$ cat config.mk
export PLATFORM = sky130hd
export DESIGN_NAME = postfix_eval_flat
export DESIGN_NICKNAME = d
export VERILOG_FILES = /design/src/rtl/postfix_eval_if.sv /design/src/rtl/postfix_eval.sv /design/src/flat_wrapper.sv
export SDC_FILE = /design/constraint.sdc
export NUM_CORES = 1
export LEC_CHECK = 0
export ABC_AREA = 1
export CORE_ASPECT_RATIO = 0.8
export CORE_MARGIN = 2
export CORE_UTILIZATION = 55
export CTS_CLUSTER_DIAMETER = 200
export CTS_CLUSTER_SIZE = 25
export DETAILED_ROUTE_END_ITERATION = 6
export PLACE_DENSITY = 0.86
export SYNTH_ARGS = -nofsm -noshare
export SYNTH_HDL_FRONTEND = slang
export SYNTH_SLANG_ARGS = --single-unit
export TNS_END_PERCENT = 1
$ cat constraint.sdc
create_clock -name CLK -period 6.5 [get_ports CLK]
set_input_delay 1.3 -clock CLK [delete_from_list [all_inputs] [get_ports CLK]]
set_output_delay 1.3 -clock CLK [all_outputs]
set_load 0.02 [all_outputs]
$ cat src/rtl/postfix_eval_if.sv
// postfix_eval_if: token inputs from the infix-to-postfix converter and result outputs
interface postfix_eval_if #(parameter int WIDTH = 16);
    logic [7:0]       INPUT_NUMBER;
    logic             NUMBER_STB;
    logic [7:0]       INPUT_SIGN;
    logic             SIGN_STB;
    logic [WIDTH-1:0] RESULT;
    logic             RESULT_STB;
    logic [2:0]       ERR_CODE;
    logic             BUSY;
    modport master (output INPUT_NUMBER, NUMBER_STB, INPUT_SIGN, SIGN_STB,
                    input  RESULT, RESULT_STB, ERR_CODE, BUSY);
    modport slave  (input  INPUT_NUMBER, NUMBER_STB, INPUT_SIGN, SIGN_STB,
                    output RESULT, RESULT_STB, ERR_CODE, BUSY);
endinterface

$ cat src/rtl/postfix_eval.sv
// postfix_eval: RPN evaluator with an operand stack, reporting result or error code on END.
// Define POSTFIX_DIV_EN to add the sequential signed divider for '/'.
module postfix_eval #(
    parameter int WIDTH = 16,
    parameter int DEPTH = 8
) (
    input logic CLK,
    input logic RST,
    postfix_eval_if.slave bus
);
    localparam int AW = $clog2(DEPTH);
    localparam logic [AW:0] ONE = 1;
    localparam logic [AW:0] TWO = 2;
    localparam logic [AW:0] FULL = ONE << AW;
    typedef enum logic [2:0] {IDLE, EXEC, DIV, REPORT, ERR} state_t;
    state_t state_q, state_d;
    logic num_stb_q, sign_stb_q;
    logic [AW:0] sp_q, sp_d;
    logic [WIDTH-1:0] stk_q [DEPTH];
    logic [WIDTH-1:0] stk_d [DEPTH];
    logic [7:0] op_q, op_d;
    logic [WIDTH-1:0] result_q, result_d;
    logic [2:0] code_q, code_d;
    logic end_pend_q, end_pend_d, ovr_q, ovr_d;
    logic num_tok, sign_tok, end_tok, busy, known;
    logic [AW-1:0] tp, nx;
    logic [WIDTH-1:0] a, b, arith;
    assign num_tok  = bus.NUMBER_STB & ~num_stb_q;
    assign sign_tok = bus.SIGN_STB & ~sign_stb_q;
    assign end_tok  = bus.NUMBER_STB & bus.SIGN_STB & (num_tok | sign_tok);
    assign busy     = (state_q == EXEC) || (state_q == DIV);
    assign known    = bus.INPUT_SIGN inside {8'd43, 8'd45, 8'd42, 8'd47};
    assign tp       = AW'(sp_q - ONE);
    assign nx       = AW'(sp_q - TWO);
    assign a        = stk_q[nx];
    assign b        = stk_q[tp];
    assign arith    = op_q == 8'd43 ? a + b : op_q == 8'd45 ? a - b : a * b;
`ifdef POSTFIX_DIV_EN
    localparam int CW = $clog2(WIDTH);
    logic [WIDTH-1:0] quot_q, quot_d, rem_q, rem_d, dvs_q, dvs_d, quot_n, rem_n;
    logic [CW-1:0] cnt_q, cnt_d;
    logic neg_q, neg_d;
    logic [WIDTH:0] r2, diff;
    // One restoring step per cycle on magnitudes; the sign is applied at the end.
    assign r2     = {rem_q, quot_q[WIDTH-1]};
    assign diff   = r2 - {1'b0, dvs_q};
    assign quot_n = {quot_q[WIDTH-2:0], ~diff[WIDTH]};
    assign rem_n  = diff[WIDTH] ? r2[WIDTH-1:0] : diff[WIDTH-1:0];
`endif
    always_comb begin
        state_d    = state_q;
        sp_d       = sp_q;
        stk_d      = stk_q;
        op_d       = op_q;
        result_d   = result_q;
        code_d     = code_q;
        end_pend_d = end_pend_q | (busy & end_tok);
        ovr_d      = busy & (ovr_q | ((num_tok | sign_tok) & ~end_tok));
`ifdef POSTFIX_DIV_EN
        quot_d     = quot_q;
        rem_d      = rem_q;
        dvs_d      = dvs_q;
        cnt_d      = cnt_q;
        neg_d      = neg_q;
`endif
        case (state_q)
            IDLE: begin
                if (end_tok || end_pend_q) begin
                    end_pend_d = 1'b0;
                    result_d   = sp_q == ONE ? stk_q[0] : '0;
                    code_d     = sp_q == ONE ? 3'd0 : 3'd5;
                    state_d    = REPORT;
                end else if (num_tok) begin
                    code_d  = sp_q == FULL ? 3'd2 : 3'd0;
                    state_d = sp_q == FULL ? ERR : IDLE;
                    if (sp_q != FULL) begin
                        stk_d[sp_q[AW-1:0]] = WIDTH'(bus.INPUT_NUMBER);
                        sp_d = sp_q + ONE;
                    end
                end else if (sign_tok) begin
                    op_d    = bus.INPUT_SIGN;
                    code_d  = sp_q < TWO ? 3'd1 : !known ? 3'd3 : 3'd0;
                    state_d = (sp_q < TWO || !known) ? ERR : EXEC;
                end
            end
            EXEC: begin
                if (op_q == 8'd47) begin
`ifdef POSTFIX_DIV_EN
                    neg_d   = a[WIDTH-1] ^ b[WIDTH-1];
                    quot_d  = a[WIDTH-1] ? -a : a;
                    dvs_d   = b[WIDTH-1] ? -b : b;
                    rem_d   = '0;
                    cnt_d   = CW'(WIDTH - 1);
                    state_d = DIV;
`else
                    code_d  = 3'd3;
                    state_d = ERR;
`endif
                end else begin
                    stk_d[nx] = arith;
                    sp_d      = sp_q - ONE;
                    code_d    = ovr_d ? 3'd6 : code_q;
                    state_d   = ovr_d ? ERR : IDLE;
                end
            end
`ifdef POSTFIX_DIV_EN
            DIV: begin
                if (dvs_q == '0) begin
                    code_d  = 3'd4;
                    state_d = ERR;
                end else begin
                    quot_d = quot_n;
                    rem_d  = rem_n;
                    cnt_d  = cnt_q - 1'b1;
                    if (cnt_q == '0) begin
                        stk_d[nx] = neg_q ? -quot_n : quot_n;
                        sp_d      = sp_q - ONE;
                        code_d    = ovr_d ? 3'd6 : code_q;
                        state_d   = ovr_d ? ERR : IDLE;
                    end
                end
            end
`endif
            REPORT: begin
                sp_d    = '0;
                state_d = IDLE;
            end
            ERR: begin
                if (end_tok || end_pend_q) begin
                    end_pend_d = 1'b0;
                    result_d   = '0;
                    state_d    = REPORT;
                end
            end
            default: state_d = IDLE;
        endcase
    end
    always_ff @(posedge CLK or negedge RST) begin
        if (!RST) begin
            state_q    <= IDLE;
            num_stb_q  <= 1'b0;
            sign_stb_q <= 1'b0;
            sp_q       <= '0;
            stk_q      <= '{default: '0};
            op_q       <= '0;
            result_q   <= '0;
            code_q     <= '0;
            end_pend_q <= 1'b0;
            ovr_q      <= 1'b0;
        end else begin
            state_q    <= state_d;
            num_stb_q  <= bus.NUMBER_STB;
            sign_stb_q <= bus.SIGN_STB;
            sp_q       <= sp_d;
            stk_q      <= stk_d;
            op_q       <= op_d;
            result_q   <= result_d;
            code_q     <= code_d;
            end_pend_q <= end_pend_d;
            ovr_q      <= ovr_d;
        end
    end
`ifdef POSTFIX_DIV_EN
    always_ff @(posedge CLK or negedge RST) begin
        if (!RST) begin
            quot_q <= '0;
            rem_q  <= '0;
            dvs_q  <= '0;
            cnt_q  <= '0;
            neg_q  <= 1'b0;
        end else begin
            quot_q <= quot_d;
            rem_q  <= rem_d;
            dvs_q  <= dvs_d;
            cnt_q  <= cnt_d;
            neg_q  <= neg_d;
        end
    end
`endif
    assign bus.RESULT     = result_q;
    assign bus.RESULT_STB = state_q == REPORT;
    assign bus.ERR_CODE   = code_q;
    assign bus.BUSY       = state_q != IDLE;
endmodule
$ cat src/flat_wrapper.sv
// flat-port wrapper written by rule: the top's interface ports become plain ports
module postfix_eval_flat 
#(
    parameter int WIDTH = 16,
    parameter int DEPTH = 8
)
  (CLK, RST, bus_INPUT_NUMBER, bus_NUMBER_STB, bus_INPUT_SIGN, bus_SIGN_STB, bus_RESULT, bus_RESULT_STB, bus_ERR_CODE, bus_BUSY);
  postfix_eval_if #(.WIDTH(WIDTH)) bus_i ();
  input logic CLK;
  input logic RST;
  input wire logic [$bits(bus_i.INPUT_NUMBER)-1:0] bus_INPUT_NUMBER;
  input wire logic [$bits(bus_i.NUMBER_STB)-1:0] bus_NUMBER_STB;
  input wire logic [$bits(bus_i.INPUT_SIGN)-1:0] bus_INPUT_SIGN;
  input wire logic [$bits(bus_i.SIGN_STB)-1:0] bus_SIGN_STB;
  output wire logic [$bits(bus_i.RESULT)-1:0] bus_RESULT;
  output wire logic [$bits(bus_i.RESULT_STB)-1:0] bus_RESULT_STB;
  output wire logic [$bits(bus_i.ERR_CODE)-1:0] bus_ERR_CODE;
  output wire logic [$bits(bus_i.BUSY)-1:0] bus_BUSY;
  assign bus_i.INPUT_NUMBER = bus_INPUT_NUMBER;
  assign bus_i.NUMBER_STB = bus_NUMBER_STB;
  assign bus_i.INPUT_SIGN = bus_INPUT_SIGN;
  assign bus_i.SIGN_STB = bus_SIGN_STB;
  assign bus_RESULT = bus_i.RESULT;
  assign bus_RESULT_STB = bus_i.RESULT_STB;
  assign bus_ERR_CODE = bus_i.ERR_CODE;
  assign bus_BUSY = bus_i.BUSY;
  postfix_eval #(.WIDTH(WIDTH), .DEPTH(DEPTH)) u_core (.CLK(CLK), .RST(RST), .bus(bus_i));
endmodule
After elaboration in Yosys (flattened, before gate mapping) --
Cells that the tools add are included.
Word-level totals: word-level logic and storage cells 137, register bits after elaboration 166
Operators by class: muxes and demuxes 49, bitwise logic cells 18, $lt $le $gt $ge 6, multiply operators 1, equal/unequal tests 22, add/subtract/negate cells 5, reduce and logical (&&, ||, !) cells 19
Operators with widths (number):
- $mux 128 | 4
- $bwmux 128 | 2
- $pmux 128 s2 | 1
- $mux 16 | 11
- $bmux 16 s3 | 2
- $demux 16 s3 | 2
- $eq 8x6->1 const B | 7
- $mux 3 | 15
- $pmux 16 s2 | 1
- $add 16x16->16 | 1
- $mul 16x16->16 | 1
- $mux 4 | 4
- $sub 16x16->16 | 1
- $ge 4x4->1 const B | 3
- $not 3->4 | 3
- $pmux 4 s3 | 1
- $reduce_and 5->1 | 2
- $pmux 3 s3 | 1
- $lt 4x1->1 const B | 2
- $ne 2x1->1 const B | 4
- $and 1x1->1 | 7
- $eq 3x2->1 const B | 2
- $pmux 3 s2 | 1
- $reduce_and 3->1 | 2
- other kinds (26) | 40

Depth between registers and ports, before layout --
depth after elaboration 11, depth in mapped cells 42

Least setup slack after synthesis --
Ideal clock, no wire load.
path type register to register, from reg u_core.sp_q[0], to reg u_core.stk_q[110] (netlist bit), slack -0.452 ns, data arrival time 6.833 ns, cell stages (with the launch flop) 43, required time 6.381 ns, cells stage by stage dfrtp_1 > inv_2 > buf_6 > buf_6 > buf_4 > ha_1 > buf_2 > inv_1 > buf_2 > nand3_1 > nand2_1 > nand2_1 > nand2_1 > buf_2 > inv_1 > nor2_1 > fa_1 > inv_1 > (+7 left out) > inv_1 > ha_1 > a21oi_1 > o21ai_0 > a21oi_1 > nor2_1 > o21ai_0 > nand2_1 > nand2_1 > inv_1 > o21ai_0 > nand2_1 > a21oi_1 > o21ai_0 > o21ai_0 > nand2_1 > nand3_1 > nand2_1
On the way: word-level cells in the longest chain between the ends 11, elaborated cells on any way between the ends 36
Ends and longest elaborated chain:
- start: declaration | line postfix_eval.sv:18 | logic [AW:0] sp_q, sp_d;
- start signal: assignment | line postfix_eval.sv:154 | sp_q <= sp_d;
- $sub 4x1->4 or $sub 3x2->3 (tied branches) | line postfix_eval.sv:33, postfix_eval.sv:34
- $not 3->4 (on tied branches) | line postfix_eval.sv:36, postfix_eval.sv:35, postfix_eval.sv:100
- $bmux 16 s3 (on tied branches) | line postfix_eval.sv:36, postfix_eval.sv:35
- $mux 16 (on tied branches) (2 in a row) | line postfix_eval.sv:36, postfix_eval.sv:35
- $mul 16x16->16 or $sub 16x16->16 (tied branches) | line postfix_eval.sv:37 | assign arith = op_q == 8'd43 ? a + b : op_q == 8'd45 ? a - b : a * b;
- $mux 16 (2 in a row) | line postfix_eval.sv:37
- $bwmux 128 | line postfix_eval.sv:100 | stk_d[nx] = arith;
- $mux 128 | line postfix_eval.sv:87 | if (op_q == 8'd47) begin
- $pmux 128 s2 | line postfix_eval.sv:66 | case (state_q)
- end signal: assignment | line postfix_eval.sv:155 | stk_q <= stk_d;
- end: declaration | line postfix_eval.sv:19 | logic [WIDTH-1:0] stk_q [DEPTH];
Several ways; a longest one is shown, not always the timed one. The select of a mux whose other input is x is not followed. A chain may end at the register's enable or synchronous reset.

Worst setup path in the final report --
from reg u_core.sp_q[0], to reg u_core.stk_q[15] (netlist bit)
The elaborated chain is that of the path after synthesis.

==> reports/summary.json <==
{
  "outcome": {
    "status": "complete, but fails checks",
    "failed_checks": "DRC, setup timing"
  },
  "global_routing": {
    "largest_net_degree_at_the_start_of_global_routing": 103,
    "initial_antenna_violation_count": 0,
    "grt_pass1_wl_um": 91090,
    "grt-ovfl-total": 0,
    "number_of_global_route_vias_before_repair": 16510,
    "grt_util_all_layers_pct": 40.20
  },
  "sta": {
    "worst-slew-pin-transition_ps": 1337,
    "setup_violations": 40,
    "final_hold_viol_count": 0,
    "final.min_clock_period_ps": 6689,
    "post-route-period-util_pct": 102.9,
    "final_max_slew_viol_count": 0,
    "fmaxAchievable_mhz": 149.5,
    "maxSlewHeadroom_pct": 10.51,
    "pnr_worst_setup_slack_ps": -189.2,
    "grt_setup_unrepaired": "yes",
    "timing.clock.skew_ps": 11.78
  },
  "synth": {
    "synthDominantAreaCellType": "sky130_fd_sc_hd__dfrtp_1",
    "synthTopCellsByArea": "sky130_fd_sc_hd__dfrtp_1 26%, sky130_fd_sc_hd__nand2_1 15%, sky130_fd_sc_hd__fa_1 10%",
    "synth_enable_flop_cells": 0,
    "post_synth_inst_count": 2262,
    "synth_top_area_share_pct": 26.45,
    "mappedNetlistArea_sq_mm": 0.01570,
    "syn_avg_cell_area_sq_um": 6.942,
    "syn-num-nets": 2450,
    "synth-async-reset-ratio_pct": 100.0,
    "yosysSeqAreaShare_pct": 26.45,
    "synth_flop_cell": "sky130_fd_sc_hd__dfrtp_1",
    "yosysWarnings": 0,
    "postSynthRegisterBits": 166,
    "netlist-cell-type-count": 49
  },
  "setup_path": {
    "cp_slowest_cell": "sky130_fd_sc_hd__fa_1",
    "startpoint_type": "flop",
    "critPathRequiredTime_ps": 6840,
    "crit_path_max_incr_delay_ps": 560,
    "cp_data_arrival_time_ps": 7030,
    "r2r.worst_path.cells": 30,
    "worst_r2r_startpoint": "u_core.sp_q[0]",
    "timing.critical_path.fanout_max": 14,
    "r2r-end": "u_core.stk_q[15]",
    "critical_path_class": "reg -> reg",
    "critPathCaptureType": "flop",
    "r2r_slack_ps": -190
  },
  "layout": {
    "layout-drive-gt1-share_pct": 13.57,
    "num-nets-final": 2614,
    "most_frequent_standard_cell_in_the_layout_excluding_fill_and_tap_cells": "sky130_fd_sc_hd__nand2_1",
    "multi_input_area_sq_mm": 0.01000,
    "area.sequential_sq_mm": 0.004158,
    "layout.core_utilization_pct": 66.21,
    "num-fill-cells": 2358,
    "area_growth_from_synthesis_to_final_layout_pct": 18.95,
    "final-instance-count-excl-fill": 2809,
    "diodes": 0,
    "layout.cells.most_common_list": "635 x sky130_fd_sc_hd__nand2_1, 366 x sky130_fd_sc_hd__inv_1, 165 x sky130_fd_sc_hd__nand3_1, 165 x sky130_fd_sc_hd__dfrtp_1, 164 x sky130_fd_sc_hd__buf_4"
  },
  "floorplan": {
    "die_height_um": 155.1,
    "coreArea_sq_mm": 0.02821,
    "placement_rows": 55,
    "initial_core_util_pct": 55.66,
    "die_w_um": 192.9,
    "boundaryPins": 41,
    "design.die.area_sq_mm": 0.02993
  },
  "hold_path": {
    "hold_path_startpoint": "u_core.stk_q[14]",
    "min_delay_path_depth": 2,
    "timing.hold.worst.class": "reg -> reg",
    "hold-path-endpoint": "u_core.stk_q[14]"
  },
  "clock_tree": {
    "cts-hold-fix-buffers": 0,
    "htreeDepth": 4,
    "cts.reportedPaths.clkPinSlew_ps": 70,
    "clock_path_buffers": 2,
    "ctsRootBufferMaster": "sky130_fd_sc_hd__clkbuf_16",
    "cts_tree": "built",
    "cts_sinks": 166,
    "numCtsBuffers": 17,
    "clkLatencyLatePin_ps": 450
  },
  "place": {
    "dpl.cell_count": 2768,
    "port_buffers": 40,
    "dp.final_hpwl_um": 44360,
    "gp_congestion": 1.072
  },
  "detailed_routing": {
    "drt-vias-per-instance": 6.108,
    "route.final.wire_length_um": 59170,
    "remaining_drc_errors": 5,
    "antenna_left": 0,
    "routed_wirelength_normalized_by_instance_count_um": 21.06,
    "detail_route.iter0.violations": 2571,
    "detailedRoute.firstPassIterationCount": 7,
    "vias": 17160
  },
  "run": {
    "number_of_maximum_capacitance_violations": 0
  }
}
[logic make-up after synthesis]
| family | count (synthesis) | share of synthesized area, % |
|---|---|---|
| and+or+nand+nor | 1011 | 26.28 |
| adders and majority gates | 168 | 17.31 |
| AOI/OAI and AO/OA | 417 | 15.96 |
| DFF | 166 | 26.45 |
| buffers and inverters | 468 | 12.10 |
| muxes | 5 | 0.3506 |
| xor gates and xnor gates | 27 | 1.554 |
[Yosys cell counts (12+ instances only)]
cell type                  number
sky130_fd_sc_hd__buf_2         22
sky130_fd_sc_hd__buf_4         17
sky130_fd_sc_hd__xor2_1        16
sky130_fd_sc_hd__nand2_1      648
sky130_fd_sc_hd__dfrtp_1      166
sky130_fd_sc_hd__o21ai_0      139
sky130_fd_sc_hd__a22oi_1       28
sky130_fd_sc_hd__o211ai_1      29
sky130_fd_sc_hd__nand3_1      182
sky130_fd_sc_hd__inv_1        377
sky130_fd_sc_hd__fa_1          82
sky130_fd_sc_hd__o21ai_1       21
sky130_fd_sc_hd__a21oi_1       88
sky130_fd_sc_hd__nor2_1       143
sky130_fd_sc_hd__o31ai_1       14
sky130_fd_sc_hd__ha_1          86
sky130_fd_sc_hd__o22ai_1       47
sky130_fd_sc_hd__clkbuf_1      32
sky130_fd_sc_hd__nor3_1        12
[final cells by class]
type | instances | area share, %
multi-input combinational | 1628 | 53.54
tap | 370 | 2.478
clock inverter | 12 | 0.8038
sequential | 166 | 22.26
timing repair buffer | 227 | 10.61
clock buffer | 20 | 2.445
inverter | 386 | 7.863
[repair_timing]
| item | 4_1_cts | 5_1_grt |
|---|---|---|
| setup endpoints to repair | 40 | 64 |
| pin swaps | 7 | 20 |
| hold endpoints to repair | 0 | 0 |
| resized for setup | 35 | 76 |
| gates cloned | 0 | 0 |
| buffers inserted | 6 | 3 |
[critical path, delay by kind of cell, from the launching register on]
family / cells / cell delay (ps)
compound gates: 3 / 640
flops: 1 / 460
fa+ha+maj: 8 / 3580
buf+inv: 9 / 1000
simple gates: 10 / 870
[per-stage QoR]
stage	setup WS, ps	instance area, sq um	TNS, ps	hold WS (ps)
5_1_grt	-411.1	18680	-13330	502.2
3_3_place_gp	-276.0	17600	-6401	464.3
4_1_cts	-104.0	18400	-2080	484.7
3_5_place_dp	-280.4	17600	-7797	466.6
6_report	-189.2	18680	-3676	486.0
2_1_floorplan	-108.5	15750	-2002	449.1
[flip-flops by register name, summed over array words and instances (netlist names), 3 cells and up]
register and count:
u_core.bus.ERR_CODE 3, u_core.bus.RESULT 16, u_core.op_q 8, u_core.sp_q 4
u_core.state_q 3, u_core.stk_q 128
[per-layer routing]
| metal | up-vias | track usage [%] | wire (um) |
|---|---|---|---|
| li1 | 7606 | - | - |
| met1 | 7933 | 54.60 | 22770 |
| met2 | 1368 | 57.71 | 24330 |
| met3 | 251 | 15.25 | 9436 |
| met4 | 0 | 16.09 | 2622 |
| met5 | - | 0 | 0 |
[how the worst max path moves through the flow]
stage                              start           endpoint  slack [ps]  cells after the start
after floorplan           u_core.sp_q[0]  u_core.stk_q[111]        -110                     42
after global placement    u_core.sp_q[0]   u_core.stk_q[63]        -280                     33
after detailed placement  u_core.sp_q[0]   u_core.stk_q[95]        -280                     33
after CTS                 u_core.sp_q[0]   u_core.stk_q[31]        -100                     39
after global routing      u_core.sp_q[0]  u_core.stk_q[127]        -410                     36
final                     u_core.sp_q[0]   u_core.stk_q[15]        -190                     30
Power is not shown: default switching activity piles up to over one toggle a cycle in this logic, so the estimate is an artifact.
